==> config.mk <==
export PLATFORM = sky130hd
export DESIGN_NAME = cpu_fetch_queue
export DESIGN_NICKNAME = d
export VERILOG_FILES = /design/src/rtl/cpu_fetch_pkg.sv /design/src/rtl/cpu_sync_fifo.sv /design/src/rtl/cpu_fetch_queue.sv
export SDC_FILE = /design/constraint.sdc
export NUM_CORES = 1
export LEC_CHECK = 0
export ABC_CLOCK_PERIOD_IN_PS = 16379
export BUFFER_PORTS_ARGS = -buffer_cell sky130_fd_sc_hd__buf_2
export CORE_MARGIN = 4
export CORE_UTILIZATION = 40
export CTS_CLUSTER_SIZE = 40
export DETAILED_ROUTE_END_ITERATION = 7
export GPL_TIMING_DRIVEN = 0
export REMOVE_ABC_BUFFERS = 1
export SLEW_MARGIN = 20
export SYNTH_ARGS = -nofsm -noshare
export SYNTH_HDL_FRONTEND = slang
export SYNTH_HIERARCHICAL = 1
export SYNTH_SLANG_ARGS = --single-unit
==> constraint.sdc <==
create_clock -name clk -period 16.38 [get_ports clk]
set_input_delay 0 -clock clk [delete_from_list [all_inputs] [get_ports clk]]
set_output_delay 0 -clock clk [all_outputs]
set_load 0.1 [all_outputs]
==> src/rtl/cpu_fetch_pkg.sv <==
// Shared types for the instruction-fetch front end: fetch FSM states and the
// buffered queue entry.
package cpu_fetch_pkg;
    localparam int XLEN = 64;
    localparam int ILEN = 32;

    typedef enum logic [1:0] {
        IDLE = 2'd0,
        REQ  = 2'd1,
        DROP = 2'd2
    } fetch_state_t;

    typedef struct packed {
        logic [XLEN-1:0] pc;
        logic [ILEN-1:0] instr;
    } fetch_entry_t;
endpackage

==> src/rtl/cpu_sync_fifo.sv <==
// Circular-buffer FIFO with extra-bit pointers, a synchronous clear and a
// registered head word so consumers never see a combinational storage read.
module cpu_sync_fifo #(
    parameter int WIDTH = 96,
    parameter int DEPTH = 4
) (
    input  logic                     clk,
    input  logic                     reset,
    input  logic                     clear,
    input  logic                     push,
    input  logic [WIDTH-1:0]         push_data,
    input  logic                     pop,
    output logic [WIDTH-1:0]         head_data,
    output logic                     head_valid,
    output logic [$clog2(DEPTH):0]   count
);
    localparam int AW = $clog2(DEPTH);
    localparam int CW = AW + 1;

    logic [WIDTH-1:0] mem [DEPTH];
    logic [AW:0]      wr_ptr_reg, rd_ptr_reg;
    logic [WIDTH-1:0] head_reg, head_next;
    logic             valid_reg;
    logic             full, push_ok, pop_ok;
    logic [AW:0]      count_next;
    logic [AW-1:0]    rd_next_idx;

    assign count       = wr_ptr_reg - rd_ptr_reg;
    assign full        = (count == CW'(DEPTH));
    assign pop_ok      = pop && valid_reg;
    assign push_ok     = push && (!full || pop_ok);
    assign rd_next_idx = rd_ptr_reg[AW-1:0] + AW'(1);
    assign count_next  = count + CW'(push_ok) - CW'(pop_ok);

    // The head register is refreshed from storage, or from the incoming word
    // when the queue is (or becomes) otherwise empty.
    always_comb begin
        head_next = head_reg;
        if (pop_ok && count > CW'(1))
            head_next = mem[rd_next_idx];
        else if (push_ok && (count == '0 || pop_ok))
            head_next = push_data;
    end

    always_ff @(posedge clk) begin
        if (push_ok && !clear)
            mem[wr_ptr_reg[AW-1:0]] <= push_data;
    end

    always_ff @(posedge clk or posedge reset) begin
        if (reset) begin
            wr_ptr_reg <= '0;
            rd_ptr_reg <= '0;
            head_reg   <= '0;
            valid_reg  <= 1'b0;
        end else if (clear) begin
            wr_ptr_reg <= '0;
            rd_ptr_reg <= '0;
            valid_reg  <= 1'b0;
        end else begin
            if (push_ok)
                wr_ptr_reg <= wr_ptr_reg + CW'(1);
            if (pop_ok)
                rd_ptr_reg <= rd_ptr_reg + CW'(1);
            head_reg  <= head_next;
            valid_reg <= (count_next != '0);
        end
    end

    assign head_data  = head_reg;
    assign head_valid = valid_reg;
endmodule

==> src/rtl/cpu_fetch_queue.sv <==
// Decoupled instruction prefetch queue: issues sequential fetches ahead of
// decode, buffers them with their PCs, and flushes/restarts on redirect.
module cpu_fetch_queue
    import cpu_fetch_pkg::*;
#(
    parameter int              XLEN     = 64,
    parameter int              ILEN     = 32,
    parameter int              DEPTH    = 4,
    parameter int              PC_STEP  = 4,
    parameter logic [XLEN-1:0] RESET_PC = '0
) (
    input  logic                      clk,
    input  logic                      reset,
    output logic [XLEN-1:0]           instr_address_out,
    output logic                      instr_read_out,
    input  logic [XLEN-1:0]           instr_read_value_in,
    input  logic                      instr_ready_in,
    input  logic                      redirect_in,
    input  logic [XLEN-1:0]           redirect_pc_in,
    output logic                      valid_out,
    input  logic                      stall_in,
    output logic [XLEN-1:0]           pc_out,
    output logic [ILEN-1:0]           instr_out,
    output logic [$clog2(DEPTH):0]    count_out
);
    localparam int CW = $clog2(DEPTH) + 1;

    fetch_state_t          state_reg;
    logic [XLEN-1:0]       fpc_reg, drop_addr_reg;
    logic                  started_reg;
    logic                  req_active, complete, push, pop, stay_req;
    logic [CW-1:0]         fifo_count;
    logic [XLEN+ILEN-1:0]  head_data;

    // started_reg holds off the first request until one clock after reset release.
    assign req_active = (state_reg != IDLE) ||
                        (started_reg && (fifo_count < CW'(DEPTH)));
    assign complete   = req_active && instr_ready_in;
    assign push       = complete && !redirect_in && (state_reg != DROP);
    assign pop        = valid_out && !stall_in && !redirect_in;
    assign stay_req   = (int'(fifo_count) + 1 - int'(pop)) < DEPTH;

    assign instr_read_out    = req_active;
    assign instr_address_out = (state_reg == DROP) ? drop_addr_reg : fpc_reg;

    always_ff @(posedge clk or posedge reset) begin
        if (reset) begin
            state_reg     <= IDLE;
            fpc_reg       <= RESET_PC;
            drop_addr_reg <= RESET_PC;
            started_reg   <= 1'b0;
        end else begin
            started_reg <= 1'b1;
            if (redirect_in) begin
                fpc_reg <= redirect_pc_in;
                if (req_active && !instr_ready_in) begin
                    state_reg <= DROP;
                    // Keep the original in-flight address across repeated redirects.
                    if (state_reg != DROP)
                        drop_addr_reg <= fpc_reg;
                end else begin
                    state_reg <= IDLE;
                end
            end else if (state_reg == DROP) begin
                if (instr_ready_in)
                    state_reg <= IDLE;
            end else if (complete) begin
                fpc_reg   <= fpc_reg + XLEN'(PC_STEP);
                state_reg <= stay_req ? REQ : IDLE;
            end else if (req_active) begin
                state_reg <= REQ;
            end
        end
    end

    cpu_sync_fifo #(
        .WIDTH (XLEN + ILEN),
        .DEPTH (DEPTH)
    ) u_fifo (
        .clk        (clk),
        .reset      (reset),
        .clear      (redirect_in),
        .push       (push),
        .push_data  ({fpc_reg, instr_read_value_in[ILEN-1:0]}),
        .pop        (pop),
        .head_data  (head_data),
        .head_valid (valid_out),
        .count      (fifo_count)
    );

    generate
        if (XLEN > ILEN) begin : g_upper
            logic unused_read_bits;
            assign unused_read_bits = ^instr_read_value_in[XLEN-1:ILEN];
        end
    endgenerate

    assign pc_out    = head_data[XLEN+ILEN-1:ILEN];
    assign instr_out = head_data[ILEN-1:0];
    assign count_out = fifo_count;
endmodule

# After elaboration in Yosys (flattened, before gate mapping)
# Memory sizes are Yosys's and may differ from the RTL's.
# Cells that the tools add are included.
[word_totals]
latch_bits = 0
in_bits = 133
register_bits = 234
romBits = 0
n_memories = 1
ramBits = 384
[mem_list]
columns = ["name", "words", "width", "rd", "rd_clocked_by_memory_dff", "write_ports", "line", "source"]
rows = [
  ["u_fifo.mem", 4, 96, 1, 0, 1, "cpu_sync_fifo.sv:20", "logic [WIDTH-1:0] mem [DEPTH];"],
]
[op_classes]
n_lt_le_gt_ge = 3
div = 0
n_eq_ne = 5
n_shift = 0
bitwise_logic = 1
addsub = 9
n_reduce_logical = 31
multipliers = 0
n_mux = 20
[ops]
columns = ["op", "n"]
rows = [
  ["64-bit two-way mux", 4],
  ["96-bit two-way mux", 2],
  ["64-bit by 3-bit adder with 64-bit output (second input constant)", 1],
  ["1-bit logical AND", 12],
  ["2-bit two-way mux", 6],
  ["3-bit two-way mux", 4],
  ["2-bit nonzero test", 5],
  ["3-bit by 1-bit adder with 3-bit output (second input constant)", 2],
  ["2-bit AND reduction", 3],
  ["5-bit by 4-bit < comparator with 1-bit output (second input constant)", 1],
  ["4-bit by 1-bit subtractor with 5-bit output", 1],
  ["3-bit by 1-bit adder with 4-bit output (second input constant)", 1],
  ["1-bit zero test", 4],
  ["1-bit two-way mux", 4],
  ["2-bit != test (second input constant)", 2],
  ["4-bit nonzero test", 1],
  ["3-bit by 1-bit adder with 3-bit output", 1],
  ["3-bit == test (second input constant)", 1],
  ["3-bit by 1-bit > comparator with 1-bit output (second input constant)", 1],
  ["3-bit zero test", 1],
  ["1-bit logical OR", 3],
  ["3-bit < comparator (second input constant)", 1],
  ["3-bit != test (second input constant)", 1],
  ["3-bit AND reduction", 1],
  ["other kinds (6)", 6],
]

# Longest topological paths before layout
# Gate-level depths: netlist (run 1).
[logic_depth]
ltp_word = 12
depth_mapped = 14
depth_no_buf = 14

# Modules after synthesis
# Netlist (run 1), hierarchy kept.
[modules_own_cells]
columns = ["module", "cells_per_inst", "n_inst", "area_per_inst_um2", "seq_area_each_um2"]
rows = [
  ["cpu_sync_fifo", 873, 1, 19078.3, 14108.5],
  ["cpu_fetch_queue", 683, 1, 7080.5, 3278.1],
]

# Least setup slack after synthesis (run 1)
# No wires, ideal clock.
[synth_timing]
path_kind = "register -> register"
start = "register u_fifo.wr_ptr_reg[0]"
end = "memory u_fifo.mem[3][0], enable pin"
required_time_ns = 15.712
setup_slack_ns = 6.123
path_stages_with_launch = 11
synth_period_minus_slack_ns = 10.257
n_path_buf = 0
t_arrival_ns = 9.589
cell_sequence = "dfrtp_1 inv_1 ha_1 fa_1 xnor3_1 inv_1 nor3b_1 o21ai_0 nor2_1 o41ai_2 nor3_1"
[synth_via]
elab_chain_len = 11
elab_cells_between_ends = 14
classes_between = "1 x add/sub; 1 x order compare; 1 x eq/ne; 2 x mux; 9 x reduce/logical"
[synth_lines]
columns = ["item", "line", "source"]
rows = [
  ["start, declared", "cpu_sync_fifo.sv:21", "logic [AW:0] wr_ptr_reg, rd_ptr_reg;"],
  ["start signal, assigned", "cpu_sync_fifo.sv:62", "wr_ptr_reg <= wr_ptr_reg + CW'(1);"],
  ["3-bit subtractor", "cpu_sync_fifo.sv:28", "assign count = wr_ptr_reg - rd_ptr_reg;"],
  ["net count_out[2]", "cpu_fetch_queue.sv:24", "output logic [$clog2(DEPTH):0] count_out"],
  ["3-bit < comparator", "cpu_fetch_queue.sv:37", "(started_reg && (fifo_count < CW'(DEPTH)));"],
  ["1-bit logical AND", "cpu_fetch_queue.sv:37", ""],
  ["1-bit logical OR", "cpu_fetch_queue.sv:36", "assign req_active = (state_reg != IDLE) ||"],
  ["1-bit logical AND", "cpu_fetch_queue.sv:38", "assign complete = req_active && instr_ready_in;"],
  ["1-bit logical AND (2 in a row)", "cpu_fetch_queue.sv:39", "assign push = complete && !redirect_in && (state_reg != DROP);"],
  ["net push", "cpu_fetch_queue.sv:31", "logic req_active, complete, push, pop, stay_req;"],
  ["1-bit logical AND", "cpu_sync_fifo.sv:31", "assign push_ok = push && (!full || pop_ok);"],
  ["1-bit logical AND", "cpu_sync_fifo.sv:46", "if (push_ok && !clear)"],
  ["1-bit two-way mux", "cpu_sync_fifo.sv:46", ""],
  ["1-bit two-way mux (not written as such)", "cpu_sync_fifo.sv:47", "mem[wr_ptr_reg[AW-1:0]] <= push_data;"],
  ["end, declared", "cpu_sync_fifo.sv:20", ""],
]
# The timed path passes the listed nets, and every way through them passes these cells.

# Final worst setup path (run 1)
[layout_timing]
start = "register u_fifo.rd_ptr_reg[0]"
end = "register fpc_reg[56]"
[layout_via]
elab_chain_len = 7
[layout_lines]
columns = ["item", "line", "source"]
rows = [
  ["start, declared", "cpu_sync_fifo.sv:21", ""],
  ["start signal, assigned", "cpu_sync_fifo.sv:64", "rd_ptr_reg <= rd_ptr_reg + CW'(1);"],
  ["3-bit subtractor", "cpu_sync_fifo.sv:28", ""],
  ["3-bit < comparator", "cpu_fetch_queue.sv:37", ""],
  ["1-bit logical AND", "cpu_fetch_queue.sv:37", ""],
  ["1-bit logical OR", "cpu_fetch_queue.sv:36", ""],
  ["1-bit logical AND", "cpu_fetch_queue.sv:38", ""],
  ["2-bit nonzero test (no line)", "-", ""],
  ["2-bit AND reduction (no line)", "-", ""],
  ["end signal, assigned", "cpu_fetch_queue.sv:55", "fpc_reg <= redirect_pc_in;"],
  ["end signal, assigned", "cpu_fetch_queue.sv:68", "fpc_reg <= fpc_reg + XLEN'(PC_STEP);"],
  ["end, declared", "cpu_fetch_queue.sv:29", "logic [XLEN-1:0] fpc_reg, drop_addr_reg;"],
]
# Every way passes these cells.
# A chain may end at the register's enable or synchronous reset.

==> results.json, run 1 <==
{
  "critPathCaptureType": "flop",
  "drc_errors": 0,
  "grt_max_degree": 86,
  "cp.arrival_ns": 6.01,
  "die_h_um": 263.7,
  "setup_viol": 0,
  "wl_per_cell_um": 22.95,
  "clk_path_buf_depth": 3,
  "core_area_mm2": 0.06458,
  "num-nets-final": 2121,
  "cts_root_buf": "clkbuf_16",
  "maxCapViolCount": 0,
  "synth_top_area_share_pct": 44.08,
  "post-dp-hpwl_mm": 41.60,
  "crit_cells": 10,
  "io_buffers": 265,
  "synth_seq_cells": 618,
  "seqCellArea_mm2": 0.01739,
  "grt_pass1_wl_mm": 101.4,
  "cp_slowest_cell": "nand4_1",
  "finClkSkew_ns": 0.01821,
  "nFillCells": 5456,
  "cp.required_ns": 16.89,
  "clkLatencyLatePin_ns": 0.59,
  "largest_reg_flops": 384,
  "ctsHoldBuffers": 121,
  "critPathKind": "reg2reg",
  "worst_hold_path.num_cells": 4,
  "die-width_um": 263.7,
  "std_cell_rows": 93,
  "drt_pass1_iterations": 5,
  "post_cts_buffers": 0,
  "rsz0062_at_grt": "no",
  "initial_core_util_pct": 40.51,
  "path_buf_inv": 2,
  "cp-start-kind": "flop",
  "max-slew-margin-rel_pct": 33.32,
  "finalHoldViolations": 0,
  "synth_edf_count": 384,
  "ant_nets": 0,
  "synth-main-ff-cell": "edfxtp_1",
  "clkTransAtPathRegs_ns": 0.06,
  "syn_to_final_growth_pct": 24.58,
  "vdd_drop_max_mv": 0.1088,
  "antenna_found_initial": 4,
  "power_leakage_nw": 11.93,
  "synth_most_common_cell": "edfxtp_1",
  "post_cts_resized": 0,
  "worstRegToRegCells": 10,
  "syn_avg_cell_area_um2": 16.81,
  "async_reset_ff_share_pct": 37.86,
  "crit_chain": "buf_16 -> ha_1 -> fa_1 -> xnor3_1 -> inv_1 -> nand4bb_1 -> a21boi_1 -> nand4_1 -> or4_1 -> a31oi_1",
  "tightestPinTransition_ns": 0.9972,
  "slew_violations": 0,
  "seq_area_frac_synth_pct": 66.47,
  "place_inst": 2639,
  "final.setup.worst_slack_ns": 10.88,
  "vias_per_cell": 5.347,
  "synth_commonest_cells": "edfxtp_1, dfrtp_1, mux2_2, mux2_1, mux4_2",
  "drt_iter0_markers": 1005,
  "synth.distinct_cells": 59,
  "synth.area.top_cells": "edfxtp_1, dfrtp_1, mux2_2",
  "yosysTopAreaCell": "edfxtp_1",
  "layout_worst_path_cycle_share_pct": 33.61,
  "cts_made_buffers": 69,
  "synth_area_mm2": 0.02616,
  "wirelength_mm": 66.32,
  "h-tree-depth": 3,
  "die-area_mm2": 0.06955,
  "status": "finished, final reports clean",
  "grtUsageTotal_pct": 18.93,
  "grt.overflow.total": 0,
  "power_density_mw_per_mm2": 147.1,
  "layout-drive-gt1-share_pct": 36.99,
  "dp_slack_ns": 10.72,
  "grt_pass1_vias": 16170,
  "ioPinCount": 298,
  "routabilityCongestion": 0.7813,
  "synth_warnings": 6,
  "crit_fanout": 26,
  "path_delay_family": "simple AND/OR/NAND/NOR gates",
  "dr_total_vias": 15450,
  "fin_cells": 2890,
  "min_period_ns": 5.505,
  "synth_cells": 1556,
  "cts_sinks": 618,
  "tritoncts": "done",
  "cp_slowest_stage_delay_ns": 0.97,
  "multiInputGateArea_mm2": 0.008389,
  "fmax_mhz": 181.7,
  "holdCritPathClass": "in2reg"
}
==> worst paths after layout <==
path | start | endpoint | slack, ns
worst min register to register | u_fifo/head_data[82] | u_fifo/head_data[82] | 0.48
min in group asynchronous | reset | u_fifo/head_data[44] | 0.66
worst max-delay path | u_fifo/rd_ptr_reg[0] | fpc_reg[56] | 10.88
max in group asynchronous | reset | fpc_reg[59] | 14.82
worst min-delay path | redirect_pc_in[16] | fpc_reg[16] | 0.16
worst max register to register | u_fifo/rd_ptr_reg[0] | fpc_reg[56] | 10.88
==> tightest hold or removal path, delay by kind of cell <==
kind	cells	cell delay, ns
buf+inv	2	0.62
simple gates	1	0.04
compound gates	1	0.06
==> cells by family (layout without fill, tap and decap cells) <==
family,Yosys count,count (layout),synth area share [%]
DFF,618,618,66.47
muxes,417,417,22.06
and+or+nand+nor,258,258,5.123
AOI/OAI and AO/OA,112,112,2.765
buffers and inverters,102,579,1.684
xor gates and xnor gates,36,36,1.258
adders and majority gates,12,12,0.6314
other,1,3,0.01434
==> stage by stage <==
step                      area [um2]  hold slack, ns  total power [W]  utilization [%]  TNS [ns]
after detailed placement       29120         0.05481         0.003279            45.09         0
after global placement         28170          0.2130         0.003261            43.62   -623.70
final                          32590          0.1606         0.004793            50.46         0
after CTS                      32580          0.1110         0.004850            50.45         0
after floorplan                25770         0.06314         0.003021                -         0
after global routing           32580          0.1589         0.004975            50.45         0
==> per-layer routing <==
metal / up-vias / routed length (um) / track usage [%] / share of wire, %
li1: 6921 / - / - / -
met1: 8060 / 30290 / 27.03 / 46
met2: 401 / 31640 / 30.54 / 48
met3: 65 / 3520 / 3.651 / 5.3
met4: 6 / 838 / 4.140 / 1.3
met5: - / 41 / 0 / 0.062
==> placed cells by master, fill, tap and decap left out, types with 6 or more instances in the layout <==
cell	instances
edfxtp_1	384
buf_2	264
dfrtp_1	233
mux2_2	220
dlygate4sd3_1	121
mux4_2	96
mux2_1	96
nand2_1	80
clkbuf_16	73
o21ai_0	51
nor2_1	46
a31oi_1	24
xnor2_1	23
nand4_1	18
buf_16	18
clkbuf_1	17
nand3_1	16
or4_1	16
buf_4	15
clkinv_2	13
o31ai_1	13
xor2_1	12
nor3_1	12
inv_1	12
and4_1	11
clkinv_1	11
or3_1	10
and3_1	9
ha_1	9
nor4_1	8
buf_6	8
clkbuf_8	6
buf_12	6
==> where the power goes <==
| part | leakage, nW | internal (W) | switching [W] |
|---|---|---|---|
| Combinational | 4.57 | 0.000258 | 0.00106 |
| Clock | 1.10 | 0.000908 | 0.000622 |
| Sequential | 6.26 | 0.00183 | 0.000118 |
| Total | 11.9 | 0.00299 | 0.00180 |
==> final cells by class <==
cell class / count / share of cell area, %
clock buffers: 96 / 6.055
flip-flops and latches: 618 / 53.36
well taps: 855 / 3.283
inverters: 15 / 0.2227
repair buffers: 436 / 10.47
clock inverters: 32 / 0.8523
multi-input cells: 836 / 25.74
diodes: 2 / 0.01536
Note: power is estimated with default switching activity, not from simulation.
==> run 2, diff against run 1 <==
Settings changed: ABC_CLOCK_PERIOD_IN_PS 16379 to 4800.
Clock period 16.38 ns to 4.8 ns, I/O delays scaled along.
==> run 2 against run 1 <==
Wire length increased by 1.4%. Total power increased to 3.4 times the previous value. Clock power grew to 3.4 times the previous value. Flip-flop and latch count unchanged. Critical endpoint is now u_fifo/mem[3][13]. Largest cell class unchanged. Largest power group unchanged. Highest routed layer unchanged.
==> results.json, run 2 (synthesis gave the netlist of run 1 again) <==
{
  "status": "finished, final reports clean",
  "grt.overflow.total": 0,
  "drt_iter0_markers": 1017,
  "ant_nets": 0,
  "place_inst": 2639,
  "power_density_mw_per_mm2": 499.5,
  "slew_violations": 0,
  "die-area_mm2": 0.06955,
  "core_area_mm2": 0.06458,
  "final.setup.worst_slack_ns": 0.2180,
  "setup_viol": 0,
  "crit_fanout": 26,
  "cts_sinks": 618,
  "grtUsageTotal_pct": 18.98,
  "min_period_ns": 4.582,
  "ioPinCount": 298,
  "initial_core_util_pct": 40.51,
  "finalHoldViolations": 0,
  "cts_root_buf": "clkbuf_16",
  "drc_errors": 0,
  "whs_ns": 0.1607,
  "grt_max_degree": 86,
  "routabilityCongestion": 0.7813,
  "clkTransAtPathRegs_ns": 0.06,
  "cp-start-kind": "flop",
  "placed_area_mm2": 0.02912,
  "num-nets-final": 2138,
  "cp.required_ns": 5.09,
  "wl_per_cell_um": 23.14,
  "vias_per_cell": 5.347,
  "max-slew-margin-rel_pct": 35.36,
  "holdCritPathClass": "in2reg",
  "tritoncts": "done",
  "largest_reg_flops": 384,
  "fmax_mhz": 218.2,
  "power_leakage_nw": 12.04,
  "fin_cells": 2907,
  "cts_made_buffers": 69,
  "post-dp-hpwl_mm": 41.60,
  "wirelength_mm": 67.28,
  "layout_worst_path_cycle_share_pct": 95.46,
  "dr_total_vias": 15540,
  "vdd_drop_max_mv": 0.3713,
  "clkLatencyLatePin_ns": 0.59,
  "antenna_found_initial": 4,
  "final_common_cell": "edfxtp_1",
  "nFillCells": 5441,
  "die-width_um": 263.7,
  "io_buffers": 265,
  "final_cell_mix": "edfxtp_1, buf_2, dfrtp_1, mux2_2, dlygate4sd3_1",
  "h-tree-depth": 3,
  "syn_to_final_growth_pct": 25.26,
  "tightestPinTransition_ns": 0.9671,
  "cp.arrival_ns": 4.87,
  "drt_pass1_iterations": 5,
  "dp_slack_ns": -0.8584,
  "critPathCaptureType": "flop",
  "die_h_um": 263.7,
  "grt_pass1_vias": 16190,
  "critPathKind": "reg2reg",
  "postLayoutCellArea_mm2": 0.03277,
  "finClkSkew_ns": 0.01886,
  "layout-drive-gt1-share_pct": 37.90,
  "std_cell_rows": 93,
  "grt_pass1_wl_mm": 101.6,
  "clk_path_buf_depth": 3,
  "maxCapViolCount": 0
}
-- run 2: changes by cell type in the layout (fill, tap and decap cells not counted), sizes merged --
cell,previous run,this run
dlygate4sd3,121,120
clkbuf,96,97
buf,315,329
and2,8,11
-- run 2: area by class of cell --
cell class,count,area [um2],area share (%)
Antenna cell,2,5.005,0.01527
Clock buffer,96,1973,6.022
Clock inverter,32,277.8,0.8477
Inverter,15,72.57,0.2215
Multi-Input combinational cell,839,8436,25.74
Sequential cell,618,17390,53.07
Tap cell,855,1070,3.265
Timing Repair Buffer,450,3543,10.81
-- run 2: stage by stage --
stage | utilization [%] | total power, W | setup TNS, ns
3_5_place_dp | 45.09 | 0.01119 | -102.72
3_3_place_gp | 43.62 | 0.01113 | -6523.81
5_1_grt | 50.73 | 0.01699 | -0.0007563
4_1_cts | 50.55 | 0.01655 | -0.0009250
6_report | 50.74 | 0.01637 | 0
2_1_floorplan | - | 0.01031 | -2936.29
-- run 2: critical path, cell delays in order (launching register included) --
cell     delay (ns)
dfrtp_4        0.63
buf_16         0.27
ha_1           0.23
fa_1           0.35
xnor3_2        0.49
inv_1          0.13
nor3b_2        0.29
o21ai_1        0.20
nor2_2         0.19
o41ai_2        0.20
nor3_4         0.17
buf_4          0.22
buf_4          0.22
buf_4          0.22
buf_4          0.21
buf_4          0.21
-- run 2: worst paths after layout --
| check | startpoint | slack, ns | depth (start not counted) | to |
|---|---|---|---|---|
| setup / recovery | u_fifo/rd_ptr_reg[0] | 0.22 | 15 | u_fifo/mem[3][13] |
| hold / removal | redirect_pc_in[16] | 0.16 | 4 | fpc_reg[16] |
| setup reg to reg | u_fifo/rd_ptr_reg[0] | 0.22 | 15 | u_fifo/mem[3][13] |
| hold reg to reg | u_fifo/head_data[82] | 0.48 | 1 | u_fifo/head_data[82] |
| max in group asynchronous | reset | 3.25 | 5 | fpc_reg[59] |
| min in group asynchronous | reset | 0.66 | 4 | u_fifo/head_data[44] |
-- run 2: timing repair --
action | in CTS | in global routing
hold endpoints to repair | 467 | 0
setup buffers | 5 | 9
gates cloned | 0 | 4
setup endpoints to repair | 368 | 127
gates resized for setup | 6 | 3
hold buffers | 120 | 0
pin swaps | 3 | 5
-- run 2: layer usage --
metal	vias to the layer above	global-route usage (%)	part of all wire (%)
li1	6951	-	-
met1	8078	27.21	45
met2	443	30.56	48
met3	65	3.623	5.7
met4	6	4.083	1.3
met5	-	0	0.061
-- run 2: report_power, final --
| group | internal (W) | switching, W |
|---|---|---|
| clock network | 0.00310 | 0.00212 |
| logic | 0.000883 | 0.00362 |
| registers | 0.00624 | 0.000404 |
==> run 3, diff against run 2 <==
Settings changed: BUFFER_PORTS_ARGS -buffer_cell sky130_fd_sc_hd__buf_2 to default, CELL_PAD_IN_SITES_DETAIL_PLACEMENT from default to 2, CELL_PAD_IN_SITES_GLOBAL_PLACEMENT from default to 2, DONT_BUFFER_PORTS from default to 1, PLACE_DENSITY_LB_ADDON from default to 0.1.
==> run 3 against run 2 <==
The run now ends with hold timing left. Sequential power up 36%. Via count decreased by 5.5%. Die area unchanged. Critical endpoint is now u_fifo/head_valid.
==> results.json, run 3 (synthesis gave the netlist of run 1 again) <==
{
  "status": "finished, violations left",
  "violations": "hold timing",
  "clkLatencyLatePin_ns": 0.61,
  "final_cell_mix": "edfxtp_1, dfrtp_1, mux2_2, dlygate4sd3_1",
  "die-width_um": 263.7,
  "pwr-share-comb_pct": 11.2,
  "worst_hold_path.num_cells": 4,
  "postLayoutCellArea_mm2": 0.03130,
  "r2r_end": "u_fifo/head_valid",
  "ioPinCount": 298,
  "syn_to_final_growth_pct": 19.64,
  "drt_iter0_markers": 792,
  "die_h_um": 263.7,
  "cts_root_buf": "clkbuf_16",
  "finClkSkew_ns": 0.02170,
  "dr_total_vias": 14690,
  "ant_nets": 0,
  "p_int_w": 0.009829,
  "cp_slowest_cell": "clkinvlp_4",
  "vdd_drop_max_mv": 0.3486,
  "power_w": 0.01600,
  "layout_worst_path_cycle_share_pct": 96.85,
  "final_common_cell": "edfxtp_1",
  "largest_reg_flops": 384,
  "p_sw_w": 0.006171,
  "die-area_mm2": 0.06955,
  "final.setup.worst_slack_ns": 0.1514,
  "critPathCaptureType": "flop",
  "antenna_found_initial": 5,
  "routabilityCongestion": 0.7230,
  "dp_slack_ns": -1.185,
  "max-slew-margin-rel_pct": 20.16,
  "whs_ns": -0.06220,
  "critPathKind": "reg2reg",
  "nFillCells": 5834,
  "power_density_mw_per_mm2": 511.2,
  "tritoncts": "done",
  "power_leakage_nw": 10.87,
  "maxCapViolCount": 0,
  "drt_pass1_iterations": 4,
  "h-tree-depth": 3,
  "grt.overflow.total": 0,
  "wl_per_cell_um": 28.07,
  "power_frac_seq_pct": 56.3,
  "worstRegToRegCells": 20,
  "tns_ns": 0,
  "holdCritPathClass": "in2reg",
  "io_buffers": 0,
  "slew_violations": 0,
  "grt_max_degree": 95,
  "cp_slowest_stage_delay_ns": 0.57,
  "final_util_pct": 48.46,
  "seqCellArea_mm2": 0.01739,
  "grt_pass1_vias": 16490,
  "clkTransAtPathRegs_ns": 0.06,
  "cts_made_buffers": 70,
  "rrSetupSlack_ns": 0.15,
  "cts_sinks": 618,
  "finalHoldViolations": 2,
  "initial_core_util_pct": 40.51,
  "tightestPinTransition_ns": 1.195,
  "vias_per_cell": 5.589,
  "path_delay_family": "buffers and inverters",
  "crit_fanout": 6,
  "path_buf_inv": 8,
  "layout-drive-gt1-share_pct": 29.27,
  "swShare_pct": 38.57,
  "worstHoldStart": "instr_ready_in",
  "post-dp-hpwl_mm": 47.27,
  "grt_pass1_wl_mm": 111.7,
  "min_period_ns": 4.649,
  "multiInputGateArea_mm2": 0.008464,
  "num-nets-final": 1858,
  "crit_top_cell": "buf_4",
  "setup_viol": 0,
  "cp-start-kind": "flop",
  "fmax_mhz": 215.1,
  "drc_errors": 0,
  "cp.required_ns": 5.32,
  "grtUsageTotal_pct": 21.16,
  "holdPathEnd": "fpc_reg[4]",
  "crit_chain": "inv_1 -> ha_1 -> fa_1 -> xnor3_2 -> clkinvlp_4 -> nor3b_4 -> o21ai_2 -> nor2_2 -> buf_4 -> buf_4 -> buf_4 -> buf_4 -> buf_4 -> buf_4 -> nand2b_1 -> o21ai_0 -> ha_1 -> fa_1 -> xor2_1 -> a21oi_1",
  "core_area_mm2": 0.06458,
  "placed_area_mm2": 0.02783,
  "clk_path_buf_depth": 3,
  "r2r-start": "u_fifo/wr_ptr_reg[0]",
  "wirelength_mm": 73.81,
  "pwr-share-clk_pct": 32.5,
  "std_cell_rows": 93,
  "cp.arrival_ns": 5.17
}
## run 3: cell count changes in the layout (fill, tap and decap cells not counted), moves of 3 or more
cell / previous run / this run
o21ai_2: 0 / 4
buf_2: 264 / 0
dlygate4sd3_1: 120 / 103
and2_2: 3 / 0
buf_12: 7 / 10
clkbuf_1: 17 / 27
o21ai_0: 50 / 45
buf_6: 8 / 12
clkinv_1: 11 / 4
## run 3: worst max path at each step
stage | slack (ns) | start | cells after the start | end
after CTS | 0.01 | u_fifo/wr_ptr_reg[0] | 15 | u_fifo/mem[3][16]
final | 0.15 | u_fifo/wr_ptr_reg[0] | 20 | u_fifo/head_valid
after global placement | -19.63 | u_fifo/rd_ptr_reg[0] | 9 | u_fifo/mem[3][7]
after global routing | -0.01 | u_fifo/wr_ptr_reg[0] | 20 | u_fifo/head_valid
after detailed placement | -1.19 | u_fifo/rd_ptr_reg[0] | 9 | fpc_reg[40]
after floorplan | -8.73 | u_fifo/rd_ptr_reg[0] | 9 | u_fifo/mem[3][0]
## run 3: per-stage QoR
step | hold slack, ns | instances
2_1_floorplan | 0.06314 | 1469
3_3_place_gp | 0.07009 | 2324
3_5_place_dp | -0.1360 | 2376
4_1_cts | 0.01348 | 2620
5_1_grt | 0.005809 | 2627
6_report | -0.06220 | 2629
## run 3: cell type report
type	count	area share (%)
diodes	4	0.03198
clock buffers	106	6.388
clock inverters	23	0.6796
inverters	15	0.2439
multi-input cells	836	27.04
flip-flops and latches	618	55.56
well taps	855	3.418
repair buffers	172	6.628
## run 3: timing repair
item / in CTS / in global routing
gates resized for setup: 9 / 3
setup endpoints to repair: 510 / 195
hold buffers: 104 / 0
pin swaps: 5 / 3
hold endpoints to repair: 537 / 0
buffers inserted: 11 / 5
cloned: 0 / 0
## run 3: power by group through the flow
stage	clock, W	combinational (W)	sequential, W
after detailed placement	0	0.00168	0.00914
final	0.00519	0.00179	0.00901
after global placement	0	0.00161	0.00912
after floorplan	0	0.00141	0.00890
after CTS	0.00537	0.00181	0.00903
after global routing	0.00561	0.00191	0.00910
## run 3: worst register-to-register path, cell delays in order, from the launching register on
cell and delay [ns]:
dfrtp_1 0.38, inv_1 0.12, ha_1 0.23, fa_1 0.39, xnor3_2 0.35, clkinvlp_4 0.57, nor3b_4 0.40, o21ai_2 0.14
nor2_2 0.18, buf_4 0.13, buf_4 0.09, buf_4 0.09, buf_4 0.10, buf_4 0.10, buf_4 0.08, nand2b_1 0.15
o21ai_0 0.12, ha_1 0.24, fa_1 0.40, xor2_1 0.17, a21oi_1 0.14
## run 3: metal layers
layer | GRT usage, % | routed length, um | up-vias
li1 | - | - | 6382
met1 | 28.64 | 32150 | 7903
met2 | 35.05 | 36260 | 302
met3 | 4.545 | 3847 | 101
met4 | 5.583 | 1516 | 6
met5 | 0 | 35 | -
